$ cat config.mk
export PLATFORM = sky130hd
export DESIGN_NAME = mul_popcnt_core
export DESIGN_NICKNAME = d
export VERILOG_FILES = /design/src/rtl/mul_core_pkg.sv /design/src/rtl/mul_popcnt_core_mul.sv /design/src/rtl/mul_popcnt_core.sv
export SDC_FILE = /design/constraint.sdc
export NUM_CORES = 1
export LEC_CHECK = 0
export ABC_AREA = 1
export BUFFER_PORTS_ARGS = -buffer_cell sky130_fd_sc_hd__buf_2
export CAP_MARGIN = 30
export CORE_ASPECT_RATIO = 1.25
export CORE_MARGIN = 2
export CORE_UTILIZATION = 50
export CTS_CLUSTER_DIAMETER = 50
export DETAILED_ROUTE_END_ITERATION = 8
export PLACE_DENSITY = 0.79
export SYNTH_ARGS = -nofsm -noshare
export SYNTH_HDL_FRONTEND = slang
export SYNTH_HIERARCHICAL = 1
export SYNTH_SLANG_ARGS = --single-unit
$ cat constraint.sdc
create_clock -name clk -period 4.8 [get_ports clk]
set_clock_uncertainty 0.15 [all_clocks]
set_input_delay 0.96 -clock clk [delete_from_list [all_inputs] [get_ports clk]]
set_output_delay 0.96 -clock clk [all_outputs]
set_load 0.01 [all_outputs]
$ cat src/rtl/mul_core_pkg.sv
// rtl/mul_core_pkg.sv - shared widths, cycle counts, state encoding and popcount helper
package mul_core_pkg;

    localparam int A_W               = 24;
    localparam int W_W               = 32;
    localparam int P_W               = 2 * A_W;
    localparam int L_W               = 24;
    localparam int CNT_W             = 16;
    localparam int MULT_CYCLES       = 24;
    localparam int COUNT_CYCLES      = 8;
    localparam int NIBBLES_PER_CYCLE = 1;
    localparam int NIB_W             = 4 * NIBBLES_PER_CYCLE;
    localparam int POP_W             = 6;

    typedef enum logic [1:0] {
        IDLE  = 2'd0,
        MULT  = 2'd1,
        COUNT = 2'd2,
        DONE  = 2'd3
    } state_t;

    function automatic logic [POP_W-1:0] popcnt_nib(input logic [NIB_W-1:0] bits);
        logic [POP_W-1:0] s;
        s = '0;
        for (int i = 0; i < NIB_W; i++) begin
            s = s + {{(POP_W-1){1'b0}}, bits[i]};
        end
        return s;
    endfunction

endpackage

$ cat src/rtl/mul_popcnt_core_mul.sv
// rtl/mul_popcnt_core_mul.sv - 24x24 shift-add multiplier, one multiplier bit per step
//
// Ports:
//   clk, rst   - clock, asynchronous active-high reset
//   load       - capture a/b, clear accumulator and cycle counter
//   step       - perform one shift-add iteration (LSB of multiplier first)
//   a, b       - multiplicand / multiplier
//   last       - high while the current step is the final (24th) one
//   product    - accumulator; exact 48-bit product once the last step is taken
module shift_add_mul24
    import mul_core_pkg::*;
(
    input  logic           clk,
    input  logic           rst,
    input  logic           load,
    input  logic           step,
    input  logic [A_W-1:0] a,
    input  logic [A_W-1:0] b,
    output logic           last,
    output logic [P_W-1:0] product
);

    logic [P_W-1:0] mcand_q, mcand_d;
    logic [A_W-1:0] mplier_q, mplier_d;
    logic [P_W-1:0] acc_q, acc_d;
    logic [4:0]     cyc_q, cyc_d;

    always_comb begin
        mcand_d  = mcand_q;
        mplier_d = mplier_q;
        acc_d    = acc_q;
        cyc_d    = cyc_q;
        if (load) begin
            mcand_d  = {{(P_W-A_W){1'b0}}, a};
            mplier_d = b;
            acc_d    = '0;
            cyc_d    = '0;
        end else if (step) begin
            if (mplier_q[0]) begin
                acc_d = acc_q + mcand_q;
            end
            mcand_d  = mcand_q << 1;
            mplier_d = mplier_q >> 1;
            cyc_d    = cyc_q + 5'd1;
        end
    end

    always_ff @(posedge clk or posedge rst) begin
        if (rst) begin
            mcand_q  <= '0;
            mplier_q <= '0;
            acc_q    <= '0;
            cyc_q    <= '0;
        end else begin
            mcand_q  <= mcand_d;
            mplier_q <= mplier_d;
            acc_q    <= acc_d;
            cyc_q    <= cyc_d;
        end
    end

    assign last    = (cyc_q == 5'(MULT_CYCLES - 1));
    assign product = acc_q;

endmodule

$ cat src/rtl/mul_popcnt_core.sv
// rtl/mul_popcnt_core.sv - sequential multiply + popcount engine behind the GPIO register block
//
// Ports:
//   clk, reset      - clock, asynchronous active-high reset
//   start, a1, a2   - one-cycle request with operands, accepted only when ready
//   ready, busy     - IDLE / non-IDLE indication
//   done            - one-cycle pulse while in DONE (results already valid)
//   w, l, valid     - product[31:0], popcount(product[31:0]), no overflow past w
//   status          - {ready, valid}
//   op_count        - completed-operation counter, wraps
module mul_popcnt_core
    import mul_core_pkg::*;
(
    input  logic             clk,
    input  logic             reset,
    input  logic             start,
    input  logic [A_W-1:0]   a1,
    input  logic [A_W-1:0]   a2,
    output logic             ready,
    output logic             busy,
    output logic             done,
    output logic [W_W-1:0]   w,
    output logic [L_W-1:0]   l,
    output logic             valid,
    output logic [1:0]       status,
    output logic [CNT_W-1:0] op_count
);

    state_t           state_q, state_d;
    logic             ready_q, ready_d;
    logic             busy_q, busy_d;
    logic             done_q, done_d;
    logic [W_W-1:0]   w_q, w_d;
    logic [L_W-1:0]   l_q, l_d;
    logic             valid_q, valid_d;
    logic [CNT_W-1:0] op_count_q, op_count_d;
    logic [POP_W-1:0] pop_q, pop_d;
    logic [2:0]       nib_q, nib_d;

    logic             mul_load;
    logic             mul_step;
    logic             mul_last;
    logic [P_W-1:0]   product;
    logic [POP_W-1:0] pop_sum;

    shift_add_mul24 u_mul (
        .clk     (clk),
        .rst     (reset),
        .load    (mul_load),
        .step    (mul_step),
        .a       (a1),
        .b       (a2),
        .last    (mul_last),
        .product (product)
    );

    // Running count including the nibble scanned this cycle, so the final
    // value can be registered into l on the same edge that enters DONE.
    assign pop_sum = pop_q + popcnt_nib(product[32'(nib_q) * NIB_W +: NIB_W]);

    always_comb begin
        state_d    = state_q;
        w_d        = w_q;
        l_d        = l_q;
        valid_d    = valid_q;
        op_count_d = op_count_q;
        pop_d      = pop_q;
        nib_d      = nib_q;
        mul_load   = 1'b0;
        mul_step   = 1'b0;
        case (state_q)
            IDLE: begin
                if (start) begin
                    if (a1 == '0 || a2 == '0) begin
                        // Zero operand: product is known, skip the loop.
                        state_d = DONE;
                        w_d     = '0;
                        l_d     = '0;
                        valid_d = 1'b1;
                    end else begin
                        state_d  = MULT;
                        mul_load = 1'b1;
                    end
                end
            end
            MULT: begin
                mul_step = 1'b1;
                if (mul_last) begin
                    state_d = COUNT;
                    pop_d   = '0;
                    nib_d   = '0;
                end
            end
            COUNT: begin
                pop_d = pop_sum;
                nib_d = nib_q + 3'd1;
                if (nib_q == 3'(COUNT_CYCLES - 1)) begin
                    state_d = DONE;
                    w_d     = product[W_W-1:0];
                    l_d     = {{(L_W-POP_W){1'b0}}, pop_sum};
                    valid_d = ~|product[P_W-1:W_W];
                end
            end
            DONE: begin
                state_d    = IDLE;
                op_count_d = op_count_q + CNT_W'(1);
            end
            default: state_d = IDLE;
        endcase
        ready_d = (state_d == IDLE);
        busy_d  = (state_d != IDLE);
        done_d  = (state_d == DONE);
    end

    always_ff @(posedge clk or posedge reset) begin
        if (reset) begin
            state_q    <= IDLE;
            ready_q    <= 1'b1;
            busy_q     <= 1'b0;
            done_q     <= 1'b0;
            w_q        <= '0;
            l_q        <= '0;
            valid_q    <= 1'b1;
            op_count_q <= '0;
            pop_q      <= '0;
            nib_q      <= '0;
        end else begin
            state_q    <= state_d;
            ready_q    <= ready_d;
            busy_q     <= busy_d;
            done_q     <= done_d;
            w_q        <= w_d;
            l_q        <= l_d;
            valid_q    <= valid_d;
            op_count_q <= op_count_d;
            pop_q      <= pop_d;
            nib_q      <= nib_d;
        end
    end

    assign ready    = ready_q;
    assign busy     = busy_q;
    assign done     = done_q;
    assign w        = w_q;
    assign l        = l_q;
    assign valid    = valid_q;
    assign status   = {ready_q, valid_q};
    assign op_count = op_count_q;

endmodule
==> results of run 1 <==
==> synthesized netlist by cell type, drive strengths merged, types with 11 or more instances <==
cell | number | area (um^2)
nand4 | 12 | 75.07
nor3 | 12 | 81.33
o22ai | 26 | 162.7
nor2 | 184 | 833.3
dfrtp | 192 | 4805
inv | 358 | 1344
nand2 | 670 | 2555
ha | 52 | 650.6
clkbuf | 27 | 121.4
xor2 | 11 | 96.34
o21ai | 61 | 305.3
a21oi | 71 | 359.1
buf | 42 | 271.5
o221ai | 41 | 359.1
nand3 | 113 | 600.6
==> worst reg2reg max path, delay by kind of cell, from the launching register on <==
kind            cells  cell delay (ps)
buf+inv             2              420
fa+ha+maj           3             1390
compound gates      3              520
simple gates        6              660
flops               1              600
==> registers in the layout, indices dropped and copies added, names as in the netlist, 3 cells and up <==
name            flops
l                   6
nib_q               3
op_count           16
pop_q               6
u_mul/cyc_q         5
u_mul/mcand_q      48
u_mul/mplier_q     24
u_mul/product      48
w                  32
==> cell families after synthesis <==
group / share of synthesized area [%]
AOI/OAI and AO/OA: 10.28
xor gates and xnor gates: 1.208
adders and majority gates: 5.600
buffers and inverters: 13.34
DFF: 37.23
muxes: 0.08630
other: 0.02874
and+or+nand+nor: 32.23
==> power breakdown <==
| part | internal, mW | leakage, nW | switching [mW] | total (mW) |
|---|---|---|---|---|
| clock | 0.789 | 0.295 | 0.693 | 1.48 |
| sequential | 2.07 | 2.59 | 0.391 | 2.46 |
| combinational | 1.10 | 5.21 | 2.33 | 3.42 |
==> worst paths after layout <==
check / from / endpoint / depth (start not counted)
max reg2reg: nib_q[1] / l[2] / 14
min in group asynchronous: reset / u_mul/mcand_q[17] / 2
min reg2reg: l[3] / l[3] / 2
max in group asynchronous: reset / w[31] / 3
max: nib_q[1] / l[2] / 14
min: l[3] / l[3] / 2
==> through the flow <==
stage               setup WS, ps  total power, mW  cells
floorplan                  362.4            4.902   1934
global placement            1007            5.757   2324
detailed placement          1050            5.849   2325
CTS                         1047            7.357   2357
global route               892.5            7.916   2357
finish                     993.6            7.368   2357
==> layout make-up <==
type	count	area, um^2
clock buffer	18	429.2
clock inverter	14	173.9
fill	2462	11420
inverter	359	1350
multi-input combinational	1312	6521
sequential	194	4857
tap	340	425.4
timing repair buffer	120	670.6
==> routing by layer <==
| metal | routed length (um) | track usage (%) |
|---|---|---|
| met2 | 17890 | 47.94 |
| met5 | 0 | 0 |
| met3 | 1398 | 3.144 |
| met1 | 14640 | 31.65 |
| met4 | 1408 | 11.89 |
==> run_results.csv, run 1 <==
group,metric,value,unit
status,status,"completed",
route,drt_first_pass_iters,6,
synthesis,synth_edf_count,0,
synthesis,synthCells,1917,
worst_setup_path,critPathCaptureType,"flop",
sta,worstMarginPinSlew,931.4,ps
synthesis,syn_avg_cell_area,6.806,um^2
worst_setup_path,crit_slowest_cell,"dfrtp_1",
sta,fmax,262.7,MHz
clock_tree,holdBufCountCts,0,
grt,antenna_found_initial,0,
placed_design,place_area,13820,um^2
die,io_pins,129,
sta,slew_violations,0,
die,row_count,66,
clock_tree,post_cts_buffers,0,
cells_and_area,drive_gt1_share,11.45,%
cells_and_area,nets,2111,
synthesis,yosysWarnings,6,
cells_and_area,final_common_cell,"nand2_1",
pwr,vdd.ir_drop.worst,0.0003032,V
sta,period_needed,3806,ps
sta,period_share,79.30,%
worst_hold_path,min_path_type,"flop to flop",
flow_run,maxCapViolations,0,
route,antenna_left,0,
worst_setup_path,reg2reg_slack,990,ps
route,routed_wl,35340,um
worst_setup_path,crit_type,"flop to flop",
cells_and_area,utilization,55.82,%
grt,gr-total-overflow,0,
worst_setup_path,critPathTopFamily,"adder cells",
route,drtIter0Drc,760,
pwr,leakagePower,8.087,nW
placed_design,hpwlAfterDp,27590,um
clock_tree,cts_root_buffer,"clkbuf_16",
placed_design,gp_congestion,0.9562,
grt,grt_use_total,26.57,%
worst_setup_path,required,5050,ps
worst_setup_path,start_kind,"flop",
synthesis,synthDistinctLibCells,48,
clock_tree,clk_pin_slew,80,ps
sta,setup_tns,0,ps
cells_and_area,diodes,0,
route,wl_per_cell,14.99,um
pwr,powerDensity,510.7,nW/um^2
die,die_w,148.5,um
clock_tree,cts_tree,"done",
synthesis,ys_async_sr_fraction,100.0,%
synthesis,ys.flop_type,"dfrtp_1",
cells_and_area,layout_common_cells,"nand2_1 (654), inv_1 (344), dfrtp_1 (192), nor2_1 (150), buf_2 (110)",
worst_setup_path,critPathMaxFanout,10,
worst_setup_path,cp_common_cell,"nand2_1",
clock_tree,ctsResizeCount,0,
clock_tree,cts_buffer_depth,2,
grt,grt_max_degree,68,
die,initial_core_util,50.48,%
clock_tree,clkSinkCount,194,
sta,rsz0062_at_grt,"false",
synthesis,ys_seq_area_share,37.23,%
worst_setup_path,path_cells,"clkinv_1, a21oi_1, o21ai_0, nand2_1, nor2_1, a31oi_1, fa_1, fa_1, fa_1, nand2_1, inv_1, nor3_1, nand2_1, nand2_1",
worst_setup_path,critPathMaxStageDelay,600,ps
cells_and_area,syn2layout_area_growth,10.58,%
sta,setup_violations,0,
synthesis,ys_ff_latch,194,
grt,grt_pass1_vias,11720,
die,dieArea,27410,um^2
placed_design,port_buffers,110,
die,core,25850,um^2
sta,slew_headroom,37.82,%
worst_setup_path,worst_ep_arrival_time,4050,ps
route,vias,12220,
die,die_h,184.6,um
cells_and_area,fin_area,14430,um^2
route,drc,0,
sta,hold_slack,354.1,ps
worst_setup_path,cp_num_buf_inv,2,
clock_tree,numCtsBuffers,17,
route,vias_per_cell,5.182,
grt,grt_pass1_wl,57590,um
clock_tree,worstSkewPairLatency,460,ps
clock_tree,h-tree-depth,4,
sta,hold_viol,0,
synthesis,synthesis.area,13050,um^2
(Power assumes the default switching activity.)
==> run 2, diff against run 1 <==
Clock period 4.8 ns to 4 ns, I/O delays scaled along.
==> run 2 against run 1 <==
Net effect:
- combinational power is 21% higher
- sequential cell count stayed put
- core utilization is 0.18 points higher
- wire length is 1.9% higher
- first-iteration DRC count is 27% higher
- cell count is 0.34% higher
- non-clock buffer count is 8 higher
- clock-buffer cell count is 1 lower
- sequential share of layout area is 0.11 points lower
- global-route usage is 0.67 points higher
- critical path depth stayed put
- highest routed layer unchanged
- fmax is 12% higher
==> run_results.csv, run 2 (synthesized netlist as in run 1, its figures left out) <==
group,metric,value,unit
route,drt_first_pass_iters,7,
worst_setup_path,critPathMaxStageDelay,510,ps
clock_tree,worstSkewPairLatency,450,ps
flow_run,maxCapViolations,0,
placed_design,gp_congestion,1.008,
clock_tree,ctsResizeCount,0,
die,row_count,66,
clock_tree,h-tree-depth,4,
worst_setup_path,critPathTopFamily,"adder cells",
clock_tree,cts_tree,"done",
sta,hold_viol,0,
cells_and_area,syn2layout_area_growth,10.93,%
die,core,25850,um^2
cells_and_area,final_common_cell,"nand2_1",
sta,slew_violations,0,
route,antenna_left,0,
route,drc,0,
grt,grt_pass1_wl,58490,um
worst_setup_path,path_cells,"inv_1, a21oi_1, o21ai_0, nand2_1, nor2_1, a31oi_1, fa_1, fa_1, fa_1, nand2_1, inv_1, nor3_1, nand2_1, nand2_1",
die,die_w,148.5,um
placed_design,port_buffers,110,
sta,rsz0062_at_grt,"false",
cells_and_area,fillers,2482,
cells_and_area,layout_common_cells,"nand2_1 (654), inv_1 (344), dfrtp_1 (192), nor2_1 (150), buf_2 (110)",
sta,setup_violations,0,
grt,grt_use_total,27.24,%
route,drtIter0Drc,966,
clock_tree,cts_buffer_depth,2,
clock_tree,clk_pin_slew,80,ps
clock_tree,cts_root_buffer,"clkbuf_16",
placed_design,dp_cells,2333,
route,vias_per_cell,5.167,
route,wl_per_cell,15.22,um
worst_setup_path,required,4240,ps
status,status,"completed",
worst_setup_path,start_kind,"flop",
sta,fmax,294.2,MHz
cells_and_area,drive_gt1_share,11.85,%
pwr,leakagePower,8.117,nW
worst_hold_path,min_path_type,"input port to async pin",
sta,period_share,84.99,%
die,die_h,184.6,um
grt,grt_max_degree,70,
cells_and_area,nets,2119,
sta,slew_headroom,41.52,%
grt,antenna_found_initial,0,
sta,setup_tns,0,ps
route,routed_wl,36010,um
sta,worstMarginPinSlew,877.3,ps
route,vias,12220,
die,initial_core_util,50.48,%
cells_and_area,fin_cells,2365,
die,dieArea,27410,um^2
clock_tree,holdBufCountCts,0,
worst_setup_path,cp_common_cell,"nand2_1",
sta,period_needed,3399,ps
worst_setup_path,reg2reg_depth,14,
worst_setup_path,critPathMaxFanout,9,
pwr,vdd.ir_drop.worst,0.0003656,V
pwr,powerDensity,611.4,nW/um^2
clock_tree,clkSinkCount,194,
worst_setup_path,crit_slowest_cell,"fa_1",
die,io_pins,129,
cells_and_area,diodes,0,
grt,grt_pass1_vias,11640,
grt,gr-total-overflow,0,
placed_design,hpwlAfterDp,28250,um
worst_setup_path,critPathCaptureType,"flop",
worst_setup_path,worst_ep_arrival_time,3640,ps
clock_tree,post_cts_buffers,0,
worst_setup_path,crit_type,"flop to flop",
worst_setup_path,cp_num_buf_inv,2,
worst_setup_path,r2r_end,"l[2]",
worst_setup_path,r2r_start,"nib_q[0]",
worst_setup_path,reg2reg_slack,600,ps
clock_tree,numCtsBuffers,17,
## run 2: cell type report
| type | instances | area, um^2 | share of cell area (%) |
|---|---|---|---|
| multi-input cells | 1312 | 6521 | 45.06 |
| flip-flops and latches | 194 | 4857 | 33.56 |
| inverters | 359 | 1351 | 9.336 |
| repair buffers | 128 | 723.2 | 4.997 |
| clock buffers | 17 | 425.4 | 2.939 |
| well taps | 340 | 425.4 | 2.939 |
| clock inverters | 15 | 170.2 | 1.176 |
## run 2: through the flow
| stage | hold WS, ps | total power, mW | utilization, % | setup WS (ps) | cell area (um^2) |
|---|---|---|---|---|---|
| after floorplan | 310.0 | 5.882 | - | 816.7 | 13120 |
| after global placement | 331.1 | 6.960 | 53.69 | 716.8 | 13880 |
| after detailed placement | 340.5 | 7.069 | 53.69 | 652.4 | 13880 |
| after CTS | 283.7 | 8.821 | 56.00 | 639.7 | 14470 |
| after global routing | 306.3 | 9.493 | 56.00 | 376.6 | 14470 |
| final | 284.1 | 8.849 | 56.00 | 600.5 | 14470 |
## run 2: worst reg2reg max path, stage by stage (launching register included)
cell     delay, ps
dfrtp_1        480
inv_1          180
a21oi_1        170
o21ai_0        100
nand2_1         70
nor2_1          40
a31oi_1        190
fa_1           470
fa_1           510
fa_1           410
nand2_1         80
inv_1           50
nor3_1         250
nand2_1        100
nand2_1         70
## run 2: metal layers
layer,part of all wire [%],vias up,GRT usage (%),wire length (um)
li1,-,6112,-,-
met1,41,5658,32.48,14670
met2,50,366,48.44,17950
met3,4.6,85,3.366,1666
met4,4.8,0,13.37,1714
met5,0,-,0,0
## run 2: worst max-delay path by stage
stage | end | slack [ps] | cells past startpoint | start
after global placement | l[4] | 720 | 17 | nib_q[0]
after CTS | l[2] | 640 | 14 | nib_q[0]
final | l[2] | 600 | 14 | nib_q[0]
after global routing | l[4] | 380 | 17 | nib_q[0]
after detailed placement | l[2] | 650 | 14 | nib_q[0]
after floorplan | l[4] | 820 | 15 | nib_q[0]
## run 2: report_power, final
group	internal [mW]	switching [mW]	leakage, nW	total, mW
Clock	0.889	0.854	0.293	1.74
Combinational	1.34	2.80	5.24	4.14
Sequential	2.49	0.480	2.59	2.97
==> run 3, diff against run 2 <==
Settings changed: ABC_AREA 1 to 0, PLACE_DENSITY 0.79 to 0.8.
Clock period 4 ns to 3.5 ns, I/O delays scaled along.
==> run 3 against run 2 <==
Net effect:
- sequential share of layout area grew 3.7 points
- cell count shrank 31%
- cell area shrank 9.9%
- core utilization grew 2.5 points
- synthesized area shrank 13%
- synthesized cell count shrank 37%
- die area shrank 13%
- clock power grew 8%
- setup slack lost 510 ps
- worst hold slack lost 180 ps
- register-to-register slack lost 510 ps
- total power grew 22%
- critical endpoint unchanged
==> run_results.csv, run 3 <==
group,metric,value,unit
route,antenna_left,0,
cells_and_area,utilization,58.54,%
synthesis,synthCells,1200,
status,status,"completed",
synthesis,synth_area_leaders,"dfrtp_1 (42%), mux2i_1 (9.3%), nand2_1 (6.3%)",
synthesis,ys_async_sr_fraction,100.0,%
grt,grt_use_total,23.16,%
sta,period_needed,3410,ps
placed_design,gp_congestion,0.9811,
synthesis,synthMuxAreaShare,12.16,%
worst_setup_path,worst_ep_arrival_time,3590,ps
route,vias,9166,
worst_setup_path,cp_num_buf_inv,1,
pwr,leakagePower,6.801,nW
synthesis,yosysMostFrequentCell,"dfrtp_1",
worst_hold_path,min_path_type,"input port to async pin",
die,dieArea,23890,um^2
route,vias_per_cell,5.648,
clock_tree,cts_buffer_depth,2,
worst_setup_path,critPathCaptureType,"flop",
worst_setup_path,critPathTopFamily,"adder cells",
synthesis,synth-xor-area-share,4.870,%
cells_and_area,drive_gt1_share,18.66,%
sta,worstMarginPinSlew,1126,ps
worst_setup_path,crit_slowest_cell,"mux4_2",
cells_and_area,nets,1435,
sta,hold_viol,0,
placed_design,dp_cells,1588,
synthesis,synthTopCellsByCount,"dfrtp_1 (192), nand2_1 (191), mux2i_1 (105)",
synthesis,synth_edf_count,0,
synthesis,ys_ff_latch,194,
synthesis,ys_seq_area_share,42.87,%
grt,gr-total-overflow,0,
cells_and_area,fillers,1925,
pwr,vdd.ir_drop.worst,0.0004369,V
worst_setup_path,start_kind,"flop",
synthesis,synthSimpleGateAreaFrac,14.34,%
sta,period_share,97.42,%
clock_tree,clkSinkCount,194,
placed_design,hpwlAfterDp,20700,um
placed_design,port_buffers,110,
route,drc,0,
sta,rsz0062_at_grt,"false",
clock_tree,cts_tree,"done",
grt,grt_pass1_wl,44590,um
clock_tree,cts_root_buffer,"clkbuf_16",
route,routed_wl,27710,um
die,row_count,61,
die,io_pins,129,
synthesis,yosysWarnings,6,
synthesis,synthDistinctLibCells,67,
synthesis,synth_compound_area_share,14.09,%
die,die_h,172.3,um
clock_tree,numCtsBuffers,17,
worst_setup_path,crit_type,"flop to flop",
pwr,powerDensity,825.8,nW/um^2
synthesis,ys.flop_type,"dfrtp_1",
cells_and_area,diodes,0,
cells_and_area,fin_area,13050,um^2
cells_and_area,seq_area,4858,um^2
clock_tree,clk_pin_slew,80,ps
sta,setup_violations,0,
route,wl_per_cell,17.07,um
worst_setup_path,cp_common_cell,"fa_2",
synthesis,synthesis.area,11330,um^2
die,core,22290,um^2
sta,fmax,293.3,MHz
clock_tree,holdBufCountCts,0,
cells_and_area,multi_input_area,6012,um^2
die,die_w,138.6,um
route,drt_first_pass_iters,5,
grt,antenna_found_initial,0,
cells_and_area,syn2layout_area_growth,15.15,%
worst_setup_path,required,3680,ps
synthesis,synth_top_family_by_area,"simple AND/OR/NAND/NOR gates",
die,initial_core_util,50.84,%
placed_design,place_area,12420,um^2
worst_setup_path,critPathMaxFanout,5,
worst_setup_path,path_cells,"mux4_2, mux2_2, fa_1, fa_2, fa_2, buf_4, xnor2_1, nor2_1, mux2_1",
sta,slew_violations,0,
route,drtIter0Drc,676,
synthesis,synth_adder_area_share,6.449,%
synthesis,syn_avg_cell_area,9.442,um^2
synthesis,synth_top_area_cell,"dfrtp_1",
sta,setup_tns,0,ps
flow_run,maxCapViolations,0,
cells_and_area,fin_cells,1623,
sta,slew_headroom,24.26,%
synthesis,synth_top_area_share,42.40,%
clock_tree,worstSkewPairLatency,450,ps
grt,grt_pass1_vias,8940,
clock_tree,h-tree-depth,4,
worst_setup_path,critPathMaxStageDelay,510,ps
cells_and_area,layout_common_cells,"nand2_1 (191), dfrtp_1 (191), buf_2 (110), mux2i_1 (105), a21oi_1 (97)",
grt,grt_max_degree,79,
## run 3: worst paths after layout
check                        startpoint                end  slack (ps)  cells past startpoint
max in group asynchronous         reset           nib_q[0]        2200                      3
max reg2reg                    nib_q[0]               l[2]          90                      9
min reg2reg                op_count[15]       op_count[15]         320                      1
min                               reset  u_mul/mcand_q[20]         100                      2
min in group clk           op_count[15]       op_count[15]         320                      1
max                            nib_q[0]               l[2]          90                      9
## run 3: power by group
| part | switching [mW] | internal [mW] | total (mW) |
|---|---|---|---|
| clock | 0.924 | 0.952 | 1.88 |
| sequential | 0.581 | 2.89 | 3.48 |
| combinational | 3.09 | 2.33 | 5.42 |
## run 3: kinds of logic (layout without fill, tap and decap cells)
logic type               after synthesis  count (layout)
buffers and inverters                133             256
adder cells (fa/ha/maj)               56              56
AO/OA/AOI/OAI                        263             263
AND/OR/NAND/NOR                      364             364
multiplexers                         126             126
other                                  1              18
flip-flops                           194             194
XOR/XNOR                              63              63
## run 3: per-layer routing
metal / global-route usage, % / wire, um
met5: 0 / 0
met2: 40.66 / 13840
met4: 11.73 / 1177
met1: 28.03 / 11580
met3: 3.406 / 1117
## run 3: layout make-up
type                    count  share of cell area (%)
clock inverters            13                  0.9110
well taps                 283                   2.714
multi-input cells         890                   46.08
clock buffers              18                   3.366
repair buffers            171                   8.113
flip-flops and latches    194                   37.24
inverters                  54                   1.582
## run 3: worst register-to-register path, cell delays in order (launching register included)
cell and delay [ps]:
dfrtp_2 440, mux4_2 510, mux2_2 290, fa_1 480, fa_2 400, fa_2 420
buf_4 140, xnor2_1 130, nor2_1 70, mux2_1 290
## run 3: timing repair
| item | CTS | global route |
|---|---|---|
| resized for setup | 4 | 9 |
| setup buffers | 3 | 1 |
| setup endpoints to repair | 5 | 8 |
| pin swaps | 2 | 5 |
## run 3: per-stage QoR
stage / total power [mW] / setup slack [ps] / hold WS, ps
CTS: 10.73 / 11.40 / 110.8
global route: 11.55 / 1.990 / 120.7
detailed placement: 8.771 / -186.1 / 314.7
global placement: 8.686 / -107.3 / 312.0
floorplan: 7.278 / 17.75 / 319.4
finish: 10.77 / 90.24 / 103.8
